[config.mk]
export PLATFORM = sky130hd
export DESIGN_NAME = multicycle_ctrl_fsm
export DESIGN_NICKNAME = d
export VERILOG_FILES = /design/src/rtl/multicycle_ctrl_pkg.sv /design/src/rtl/multicycle_ctrl_fsm_mem_wait_timer.sv /design/src/rtl/multicycle_ctrl_fsm.sv
export SDC_FILE = /design/constraint.sdc
export NUM_CORES = 1
export LEC_CHECK = 0
export ABC_AREA = 1
export ABC_CLOCK_PERIOD_IN_PS = 2500
export CORE_ASPECT_RATIO = 1.5
export CORE_MARGIN = 5
export CORE_UTILIZATION = 50
export CTS_CLUSTER_SIZE = 28
export DETAILED_ROUTE_END_ITERATION = 10
export PLACE_DENSITY = 0.89
export SLEW_MARGIN = 20
export SYNTH_ARGS = -nofsm -noshare
export SYNTH_HDL_FRONTEND = slang
export SYNTH_HIERARCHICAL = 1
export SYNTH_SLANG_ARGS = --single-unit
[constraint.sdc]
create_clock -name clk_i -period 2.5 [get_ports clk_i]
set_input_delay 0.75 -clock clk_i [delete_from_list [all_inputs] [get_ports clk_i]]
set_output_delay 0.75 -clock clk_i [all_outputs]
set_load 0.03 [all_outputs]
[src/rtl/multicycle_ctrl_pkg.sv]
// Shared constants for the multi-cycle RV32-subset sequencer.
//   - opcode constants for the supported instruction classes
//   - 3-bit state encoding (also exported on the debug state port)
//   - aluop codes, instruction-class enum, control-strobe bundle
package multicycle_ctrl_pkg;

  localparam logic [6:0] OP_R    = 7'b0110011;
  localparam logic [6:0] OP_IALU = 7'b0010011;
  localparam logic [6:0] OP_LW   = 7'b0000011;
  localparam logic [6:0] OP_SW   = 7'b0100011;
  localparam logic [6:0] OP_LWI  = 7'b0000111;
  localparam logic [6:0] OP_BR   = 7'b1100011;

  localparam logic [2:0] FETCH  = 3'd0;
  localparam logic [2:0] DECODE = 3'd1;
  localparam logic [2:0] EXEC   = 3'd2;
  localparam logic [2:0] MEM    = 3'd3;
  localparam logic [2:0] WB     = 3'd4;
  localparam logic [2:0] HALT   = 3'd7;

  localparam logic [1:0] ALU_ADD   = 2'd0;
  localparam logic [1:0] ALU_SUB   = 2'd1;
  localparam logic [1:0] ALU_FUNCT = 2'd2;

  typedef enum logic [2:0] {
    CL_R, CL_IALU, CL_LW, CL_SW, CL_LWI, CL_BR, CL_ILL
  } iclass_t;

  typedef struct packed {
    logic       mem_req;
    logic       mem_sel;
    logic       memread;
    logic       memwrite;
    logic       ir_we;
    logic       pc_we;
    logic       pc_src;
    logic       regwrite;
    logic       memtoreg;
    logic       alusrc;
    logic [1:0] aluop;
  } ctrl_t;

  function automatic iclass_t op_class(input logic [6:0] op);
    case (op)
      OP_R:    return CL_R;
      OP_IALU: return CL_IALU;
      OP_LW:   return CL_LW;
      OP_SW:   return CL_SW;
      OP_LWI:  return CL_LWI;
      OP_BR:   return CL_BR;
      default: return CL_ILL;
    endcase
  endfunction

endpackage

[src/rtl/multicycle_ctrl_fsm_mem_wait_timer.sv]
// Counts consecutive cycles of one memory request and flags expiry.
//   clk_i/rst_i : clock, synchronous active-high reset
//   req_i       : memory request currently asserted
//   ready_i     : memory completion this cycle (clears the count)
//   expire_o    : this is request cycle number MEM_TIMEOUT; the caller
//                 gives ready_i priority over expiry. Never set when
//                 MEM_TIMEOUT == 0.
module mem_wait_timer #(
  parameter int MEM_TIMEOUT = 15
) (
  input  logic clk_i,
  input  logic rst_i,
  input  logic req_i,
  input  logic ready_i,
  output logic expire_o
);

  localparam int CW = (MEM_TIMEOUT < 2) ? 1 : $clog2(MEM_TIMEOUT);
  localparam logic [CW-1:0] LIMIT = CW'((MEM_TIMEOUT == 0) ? 0 : MEM_TIMEOUT - 1);

  logic [CW-1:0] cnt_q, cnt_d;

  // cnt_q holds the number of request cycles already spent, so the
  // MEM_TIMEOUT-th cycle is the one that sees cnt_q == LIMIT.
  assign expire_o = (MEM_TIMEOUT != 0) && req_i && (cnt_q == LIMIT);

  always_comb begin
    cnt_d = '0;
    // Any cycle without a pending request (or with completion) restarts
    // the count, so each new request starts from zero.
    if ((MEM_TIMEOUT != 0) && req_i && !ready_i && !expire_o)
      cnt_d = cnt_q + CW'(1);
  end

  always_ff @(posedge clk_i) begin
    if (rst_i) cnt_q <= '0;
    else       cnt_q <= cnt_d;
  end

endmodule

[src/rtl/multicycle_ctrl_fsm.sv]
// Multi-cycle sequencer for the RV32 subset (R, I-ALU, lw, sw, lwi, branches).
// One micro-step per state: FETCH, DECODE, EXEC, MEM, WB; HALT on error.
// Inputs : clk_i, rst_i (sync, active high), opcode_i (inst[6:0]),
//          takebranch_i (ALU compare, EXEC), mem_ready_i (memory done).
// Outputs: mem_req_o/mem_sel_o/memread_o/memwrite_o (shared memory port),
//          ir_we_o, pc_we_o, pc_src_o, regwrite_o, memtoreg_o, alusrc_o,
//          aluop_o (datapath controls), state_o (debug), illegal_o and
//          timeout_o (sticky errors), retired_o (retired count, wraps).
module multicycle_ctrl_fsm
  import multicycle_ctrl_pkg::*;
#(
  parameter int MEM_TIMEOUT = 15,
  parameter int RET_W       = 32
) (
  input  logic             clk_i,
  input  logic             rst_i,
  input  logic [6:0]       opcode_i,
  input  logic             takebranch_i,
  input  logic             mem_ready_i,
  output logic             mem_req_o,
  output logic             mem_sel_o,
  output logic             memread_o,
  output logic             memwrite_o,
  output logic             ir_we_o,
  output logic             pc_we_o,
  output logic             pc_src_o,
  output logic             regwrite_o,
  output logic             memtoreg_o,
  output logic             alusrc_o,
  output logic [1:0]       aluop_o,
  output logic [2:0]       state_o,
  output logic             illegal_o,
  output logic             timeout_o,
  output logic [RET_W-1:0] retired_o
);

  logic [2:0]       state_q, state_d;
  logic [6:0]       op_q, op_d;
  logic             boot_q;
  logic             illegal_q, illegal_d;
  logic             timeout_q, timeout_d;
  logic [RET_W-1:0] retired_q, retired_d;
  logic             quiet;
  logic             expire;
  iclass_t          cls;
  iclass_t          dec_cls;
  ctrl_t            ctl;

  // Strobes are silenced while reset is asserted and for the first cycle
  // after it, so a request cut off by reset drops the cycle after reset
  // and no write can slip out once reset has been seen.
  assign quiet   = rst_i | boot_q;
  assign cls     = op_class(op_q);
  assign dec_cls = op_class(opcode_i);

  mem_wait_timer #(.MEM_TIMEOUT(MEM_TIMEOUT)) u_timer (
    .clk_i    (clk_i),
    .rst_i    (rst_i),
    .req_i    (ctl.mem_req),
    .ready_i  (mem_ready_i),
    .expire_o (expire)
  );

  // Control strobes: state + latched opcode only, apart from ir_we/pc_we/
  // pc_src which follow mem_ready/takebranch in the same cycle.
  always_comb begin
    ctl = '0;
    if (!quiet) begin
      case (state_q)
        FETCH: begin
          ctl.mem_req = 1'b1;
          ctl.memread = 1'b1;
          ctl.ir_we   = mem_ready_i;
        end
        EXEC: begin
          case (cls)
            CL_R:    ctl.aluop = ALU_FUNCT;
            CL_IALU: begin ctl.aluop = ALU_FUNCT; ctl.alusrc = 1'b1; end
            CL_LW,
            CL_SW:   begin ctl.aluop = ALU_ADD;   ctl.alusrc = 1'b1; end
            CL_LWI:  ctl.aluop = ALU_ADD;
            CL_BR: begin
              ctl.aluop  = ALU_SUB;
              ctl.pc_we  = 1'b1;
              ctl.pc_src = takebranch_i;
            end
            default: ;
          endcase
        end
        MEM: begin
          ctl.mem_req  = 1'b1;
          ctl.mem_sel  = 1'b1;
          ctl.memread  = (cls == CL_LW) || (cls == CL_LWI);
          ctl.memwrite = (cls == CL_SW);
          ctl.pc_we    = (cls == CL_SW) && mem_ready_i;
        end
        WB: begin
          ctl.regwrite = 1'b1;
          ctl.memtoreg = (cls == CL_LW) || (cls == CL_LWI);
          ctl.pc_we    = 1'b1;
        end
        default: ;
      endcase
    end
  end

  always_comb begin
    state_d   = state_q;
    op_d      = op_q;
    illegal_d = illegal_q;
    timeout_d = timeout_q;
    retired_d = retired_q + RET_W'(ctl.pc_we);
    case (state_q)
      FETCH: begin
        if (!boot_q) begin
          // Completion beats expiry in the same cycle.
          if (mem_ready_i)  state_d = DECODE;
          else if (expire) begin
            state_d   = HALT;
            timeout_d = 1'b1;
          end
        end
      end
      DECODE: begin
        op_d = opcode_i;
        if (dec_cls == CL_ILL) begin
          state_d   = HALT;
          illegal_d = 1'b1;
        end else begin
          state_d = EXEC;
        end
      end
      EXEC: begin
        case (cls)
          CL_BR:                state_d = FETCH;
          CL_LW, CL_SW, CL_LWI: state_d = MEM;
          default:              state_d = WB;
        endcase
      end
      MEM: begin
        if (mem_ready_i) state_d = (cls == CL_SW) ? FETCH : WB;
        else if (expire) begin
          state_d   = HALT;
          timeout_d = 1'b1;
        end
      end
      WB:      state_d = FETCH;
      HALT:    state_d = HALT;
      default: state_d = HALT;
    endcase
  end

  always_ff @(posedge clk_i) begin
    boot_q <= rst_i;
    if (rst_i) begin
      state_q   <= FETCH;
      op_q      <= '0;
      illegal_q <= 1'b0;
      timeout_q <= 1'b0;
      retired_q <= '0;
    end else begin
      state_q   <= state_d;
      op_q      <= op_d;
      illegal_q <= illegal_d;
      timeout_q <= timeout_d;
      retired_q <= retired_d;
    end
  end

  assign mem_req_o  = ctl.mem_req;
  assign mem_sel_o  = ctl.mem_sel;
  assign memread_o  = ctl.memread;
  assign memwrite_o = ctl.memwrite;
  assign ir_we_o    = ctl.ir_we;
  assign pc_we_o    = ctl.pc_we;
  assign pc_src_o   = ctl.pc_src;
  assign regwrite_o = ctl.regwrite;
  assign memtoreg_o = ctl.memtoreg;
  assign alusrc_o   = ctl.alusrc;
  assign aluop_o    = ctl.aluop;
  assign state_o    = state_q;
  assign illegal_o  = illegal_q;
  assign timeout_o  = timeout_q;
  assign retired_o  = retired_q;

endmodule
==> flow_summary.ini, run 1 <==
[outcome]
status = complete, no violations

[routing]
via_per_inst = 5.37
drtAntennaViolNets = 0
drt_iter0_drc = 157
routed_wl_um = 7720
wl_per_cell_um = 13.9
vias = 2983
drc_errors = 0
dr.pass1.iters = 4

[synthesis]
ys_seq_area_frac = 0.366
async_flop_share = 0
synth_nets = 416
syn_area_per_cell_um2 = 6.69
ys_seq_elements = 49
synthDistinctLibCells = 32
synth_area_leaders = dfxtp_1, nand2_1, nor2_1
netlist_instances = 401
yosysTopAreaCellShare = 0.366
synth_edf_count = 0
yosys_most_used_dff = dfxtp_1
yosys_warnings = 6
yosys.area.top_type = dfxtp_1
synth_area_um2 = 2680

[finish]
layout_common_cells = nand2_1, nor2_1, dfxtp_1, clkdlybuf4s50_1, inv_1
postLayoutCellArea_um2 = 3700
fin_nets = 503
fin_util = 0.717
antenna_cells = 0
syn_to_final_growth_pct = 38.2
final_common_cell = nand2_1
drive_above_1_share = 0.205
instances_no_fill = 556

[critical_path]
r2r_start = op_q[1]
cp-end-kind = output port
worstPathArrival_ps = 1620
r2r-end = retired_o[16]
critical_path.most_common_cell = nor2_4
reg2reg_depth = 15
cp.required_ps = 1750
worst-setup-path-type = input pin to output port
startpoint_type = input pin
cp_cell_sequence = clkbuf_2 > nor2_4 > inv_2 > buf_4 > nor2_4 > and3_4 > buf_6
rrSetupSlack_ps = 180
max_stage_delay_ps = 180
path_max_fanout = 4
worst_path_max_delay_cell = and3_4

[sta]
finalHoldViolCount = 0
max_freq_ghz = 0.421
setup_ws_ps = 126
fin_crit_ps = 2370
fin_crit_sh = 0.950
setup_viol = 0
rsz0062_at_grt = true
maxSlewHeadroom = 0.766
drv_slew = 0
worst_slew_pin_slew_ps = 350
fin_skew_ps = 9.50

[global_routing]
grt_usage = 0.221
overflow = 0
grt_pass1_wl_um = 12600
grt_pass1_vias = 2994
antenna_found_initial = 0
grt_start_max_net_pins = 31

[floorplanning]
die_area_um2 = 6960
start_util = 0.519
chipWidth_um = 69.8
ioPinCount = 60
fp.dieH_um = 99.7
coreArea_um2 = 5160
rows = 32

[pwr]
swShare = 0.276
p_total_uw = 1540
powerDensity_nw_per_um2 = 416
p_sw_uw = 425
clkPwrFrac = 0.307
p_leak_uw = 0.00131
pwr-share-comb = 0.153
seqPwrFrac = 0.540
p_int_uw = 1120
peakVddDrop_v = 0.000405

[clocking]
cts_num_sinks = 49
clockBufferDepth = 2
cts_max_level = 2
cts_tree = built
cts_buffers = 5
path_clk_slew_ps = 80
hold_buffers = 0
cts-root-buf = clkbuf_8
clk_latency_ps = 300

[run]
maxCapViolCount = 0

[min_path]
hold_depth = 2
hold_end = illegal_o
hold_class = register to register
hold_start = illegal_o

[placed_design]
dp_slack_ps = -442
dp.cells = 545
post_dp_cell_area_um2 = 3480
gp_congestion = 0.937
place_hpwl_um = 6000
portBuffers = 59
[kinds of logic after synthesis]
logic type | count (synthesis) | synth area share
AND/OR/NAND/NOR | 238 | 0.418
XOR/XNOR | 6 | 0.0196
flip-flops | 49 | 0.366
adder cells (fa/ha/maj) | 4 | 0.0187
buffers and inverters | 46 | 0.0649
AO/OA/AOI/OAI | 58 | 0.113
[through the flow]
| stage | TNS [ps] | hold WS [ps] |
|---|---|---|
| 5_1_grt | -74.9 | 492 |
| 6_report | 0 | 472 |
| 3_5_place_dp | -8900 | 453 |
| 2_1_floorplan | -110 | 441 |
| 3_3_place_gp | -7350 | 443 |
| 4_1_cts | 0 | 468 |
[per-layer routing]
metal,vias up,track usage,share of wire
met5,-,0,0
met4,0,0.114,0.045
met3,34,0.0394,0.067
met2,126,0.430,0.54
met1,1367,0.217,0.35
li1,1456,-,-
[worst max-delay path, delay by kind of cell]
family / cells / cell delay (ps)
buffers and inverters: 4 / 440
and+or+nand+nor: 3 / 420
[sequential cells by signal (all words and copies together), names as in the netlist]
| register | count |
|---|---|
| op_q | 7 |
| retired_o | 32 |
| state_o | 3 |
| u_timer/cnt_q | 4 |
| timeout_o | 1 |
| boot_q | 1 |
| illegal_o | 1 |
[area by class of cell]
class | count | area [um2]
clock buffers | 7 | 86.3
fillers | 401 | 1460
inverters | 42 | 158
multi-input cells | 306 | 1630
flip-flops and latches | 49 | 986
well taps | 68 | 85.1
repair buffers | 84 | 757
[cell usage after synthesis, drive strengths merged, types with 2 or more instances]
cell type  count
and2           2
nor3           9
xnor2          4
dfxtp         49
o21ai         19
a21oi         34
xor2           2
ha             4
or2            2
nand2        101
nand3b         6
clkbuf         3
nand4          5
nor2          89
nand3         23
inv           42
[what timing repair did]
action | 4_1_cts | 5_1_grt
endpoints found under the setup margin | 23 | 18
pin swaps | 4 | 8
resized for setup | 14 | 23
setup buffers | 3 | 1
[how the worst max path moves through the flow]
stage,cells after the start,startpoint,endpoint
final,7,rst_i,memwrite_o
after global routing,7,state_o[0],pc_we_o
after CTS,7,rst_i,memwrite_o
after detailed placement,13,mem_ready_i,retired_o[16]
after global placement,13,mem_ready_i,retired_o[16]
after floorplan,4,rst_i,pc_src_o
[power by group through the flow]
stage	combinational (uW)	sequential (uW)	clock, uW
final	236	831	473
after global routing	257	835	504
after CTS	224	828	479
after detailed placement	217	844	0
after global placement	214	842	0
after floorplan	112	853	0
Note: power is estimated with default switching activity, not from simulation.
==> inputs of run 2 (changes only) <==
--- a/config.mk
+++ b/config.mk
@@ -13,6 +13,7 @@
 export CTS_CLUSTER_SIZE = 28
 export DETAILED_ROUTE_END_ITERATION = 10
 export PLACE_DENSITY = 0.89
+export RECOVER_POWER = 100
 export SLEW_MARGIN = 20
 export SYNTH_ARGS = -nofsm -noshare
 export SYNTH_HDL_FRONTEND = slang
==> run 2 against run 1 <==
Combinational power hardly changed. Sequential share of layout area is 0.15 points higher. Count of clock-buffer cells in the layout stayed put. Sequential power hardly changed. Wire length is 0.25% higher. Clock power is 1% higher. Via count is 0.57% lower. Power hardly changed. Fmax is 0.93% lower. Clock skew is 3.7 ps lower. Hold slack worse by 2.7 ps.
==> flow_summary.ini, run 2 (synthesized netlist as in run 1, its figures left out) <==
[pwr]
clkPwrFrac = 0.310
powerDensity_nw_per_um2 = 419
p_sw_uw = 428
pwr-share-comb = 0.151
swShare = 0.278
seqPwrFrac = 0.539
peakVddDrop_v = 0.000411
p_leak_uw = 0.00131
p_int_uw = 1110

[routing]
vias = 2966
dr.pass1.iters = 5
wl_per_cell_um = 13.9
routed_wl_um = 7740
drtAntennaViolNets = 0
drt_iter0_drc = 172
drc_errors = 0
via_per_inst = 5.33

[critical_path]
setup.worst_path.end = memwrite_o
cp.required_ps = 1750
worst-setup-path-type = input pin to output port
crit_family = buffers and inverters
r2r-end = retired_o[16]
startpoint_type = input pin
r2r_start = op_q[1]
worst_path_max_delay_cell = and3_4
critical_path.most_common_cell = nor2_4
rrSetupSlack_ps = 180
path_buf_inv = 4
cp.depth = 7
critPathLaunch = rst_i
reg2reg_depth = 15
cp_cell_sequence = clkbuf_1 > nor2_4 > inv_2 > buf_4 > nor2_4 > and3_4 > buf_6
path_max_fanout = 4
cp-end-kind = output port
worstPathArrival_ps = 1650
max_stage_delay_ps = 180

[floorplanning]
fp.dieH_um = 99.7
die_area_um2 = 6960
coreArea_um2 = 5160
chipWidth_um = 69.8
ioPinCount = 60
start_util = 0.519
rows = 32

[clocking]
path_clk_slew_ps = 80
cts_num_sinks = 49
cts_tree = built
cts_buffers = 5
cts-root-buf = clkbuf_8
hold_buffers = 0
clk_latency_ps = 300
clockBufferDepth = 2
cts_max_level = 2

[placed_design]
dp.cells = 545
place_hpwl_um = 6000
gp_congestion = 0.937
portBuffers = 59

[global_routing]
antenna_found_initial = 0
grt_pass1_wl_um = 12600
grt_usage = 0.221
overflow = 0
grt_pass1_vias = 2994
grt_start_max_net_pins = 31

[finish]
drive_above_1_share = 0.195
syn_to_final_growth_pct = 37.4
layout_common_cells = nand2_1, nor2_1, dfxtp_1, clkdlybuf4s50_1, inv_1
instances_no_fill = 556
largest_register_ffs = 32
fin_util = 0.713
fin_nets = 503
antenna_cells = 0
final_common_cell = nand2_1

[outcome]
status = complete, no violations

[sta]
drv_slew = 0
fin_setup_tns_ps = 0
max_freq_ghz = 0.417
rsz0062_at_grt = true
fin_crit_sh = 0.959
fin_crit_ps = 2400
hold-worst-slack_ps = 469
worst_slew_pin_slew_ps = 599
setup_viol = 0
maxSlewHeadroom = 0.601
fin_skew_ps = 5.78
finalHoldViolCount = 0

[run]
maxCapViolCount = 0

[min_path]
hold_class = register to register
[run 2: cell types whose count changed in the layout (fill, tap and decap cells not counted), moves of 3 or more]
cell / change
clkdlybuf4s50_1: -6
buf_4: -3
clkbuf_1: +3
dlygate4sd3_1: +6
[run 2: cell type report]
cell class | count | area, um2
multi-input combinational | 306 | 1620
fill | 406 | 1480
sequential | 49 | 986
timing repair buffer | 84 | 748
inverter | 42 | 158
clock buffer | 7 | 86.3
tap | 68 | 85.1
[run 2: routing by layer]
metal | global-route usage | share of wire | vias to the layer above
met5 | 0 | 0 | -
met4 | 0.114 | 0.037 | 0
met3 | 0.0394 | 0.062 | 26
met2 | 0.430 | 0.54 | 122
met1 | 0.217 | 0.36 | 1361
li1 | - | - | 1457
[run 2: worst min-delay path by stage]
| stage | start | to | cells past startpoint |
|---|---|---|---|
| final | illegal_o | illegal_o | 2 |
| after global routing | illegal_o | illegal_o | 2 |
| after CTS | illegal_o | illegal_o | 2 |
| after detailed placement | illegal_o | illegal_o | 2 |
| after global placement | illegal_o | illegal_o | 2 |
| after floorplan | u_timer/cnt_q[0] | u_timer/cnt_q[0] | 1 |
[run 2: through the flow]
step	total power, uW	cell area, um2	setup slack, ps
after global placement	1060	3480	-361
final	1540	3680	103
after global routing	1590	3680	-37.5
after floorplan	965	2690	-110
after detailed placement	1060	3480	-442
after CTS	1530	3620	11.0
[run 2: repair_timing]
action,in CTS,in global routing
setup buffers,3,1
setup endpoints to repair,23,18
resized for setup,14,23
pin swaps,4,8
[run 2: worst min-delay path, delay by kind of cell (launching register included)]
kind	cells	cell delay, ps
flops	1	320
compound gates	1	50
buf+inv	1	50
[run 2: power groups by stage]
stage	Clock [uW]	Combinational (uW)	Sequential (uW)
2_1_floorplan	0	112	853
3_3_place_gp	0	214	842
3_5_place_dp	0	217	844
4_1_cts	479	224	828
5_1_grt	504	254	835
6_report	478	233	831
==> RTL change: new RTL, flow settings as in run 2 <==
Set the parameter `RET_W` to 64 (it was 32).
--- a/src/rtl/multicycle_ctrl_fsm.sv
+++ b/src/rtl/multicycle_ctrl_fsm.sv
@@ -10,7 +10,7 @@
   import multicycle_ctrl_pkg::*;
 #(
   parameter int MEM_TIMEOUT = 15,
-  parameter int RET_W       = 32
+  parameter int RET_W       = 64
 ) (
   input  logic             clk_i,
   input  logic             rst_i,
Interface: changed (resized retired_o); port bits go from 60 to 92. The function was not compared with the original's and may differ.
==> RTL change against run 2 <==
- the flow now finishes with violations (setup timing)
- via count increased by 93%
- synthesized area increased by 72%
- setup slack got worse by 180 ps
- routed wire length increased by 140%
- non-clock buffer count increased by 62
- cell area increased by 79%
- clock skew increased by 3.4 ps
- power increased by 91%
- sequential cell count increased by 32
- global-route usage increased by 7.4 points
- synthesized cell count increased by 85%
==> RTL change: results (changes against run 2) <==
* Worst-case vdd ir drop at 430 uV (was 411 uV)
* Die footprint at 0.0113 sq mm (was 0.00696 sq mm)
* Status: finished with violations (was complete, no violations)
* Final setup viols at 6 (was 0)
* Final core utilization at 0.721 (was 0.713)
* Setup TNS at -231 ps (was 0 ps)
* Vias in the first global route at 5370 (was 2994)
* Seq area share at 0.248 (was 0.268)
* Dpl hpwl at 12.4 mm (was 6.00 mm)
* Max FFs per register at 64 (was 32)
* Multi-In Gates at 583 (was 306)
* Sink Count at 81 (was 49)
* Top cells by count, synth: nand2_1, nor2_1, dfxtp_1 (unchanged)
* PostCTS Resize Cnt at 20 (was 14)
* Clock-pin transition on the worst setup and hold timing paths at 60 ps (was 80 ps)
* DR vias/cell at 5.69 (was 5.33)
* Largest net degree at the start of global routing at 67 (was 31)
* Compound-gate portion of the synthesized area at 0.110 (was 0.113)
* Non-CTS inverters at 67 (was 42)
* Family with the most delay on the worst path: simple AND/OR/NAND/NOR gates (was buffers and inverters)
* Inst Count DP at 974 (was 545)
* Violated checks: setup timing
* Worst-path fanout max at 3 (was 4)
* H-tree depth at 3 (was 2)
* CP Data Arrival Time at 1820 ps (was 1650 ps)
* Avg Synthesized Cell Area at 6.24 sq um (was 6.69 sq um)
* Worst setup margin at -74.1 ps (was 103 ps)
## RTL change: changes by cell type in the layout (fill, tap and decap cells not counted), moves of 6 or more
cell	run 2	this run
nand2_1	92	199
nor2_1	70	156
clkdlybuf4s50_1	39	77
dfxtp_1	45	74
a21oi_1	32	60
buf_4	30	58
inv_1	36	60
nand4_1	5	20
or2_0	2	13
clkbuf_16	0	9
o21ai_0	17	25
dlygate4sd3_1	6	0
nand2_2	8	14
## RTL change: power by group through the flow
stage,logic (uW),clock network (uW),registers (uW)
finish,257,1350,1340
floorplan,106,0,1370
global placement,195,0,1360
CTS,205,1340,1340
global route,272,1400,1340
detailed placement,198,0,1360
## RTL change: worst paths after layout
check,startpoint,to,slack (ps),cells past startpoint
worst max register to register,op_q[0],retired_o[32],-20,18
worst min-delay path,timeout_o,timeout_o,470,2
worst min register to register,timeout_o,timeout_o,470,2
worst max-delay path,op_q[2],memread_o,-70,8
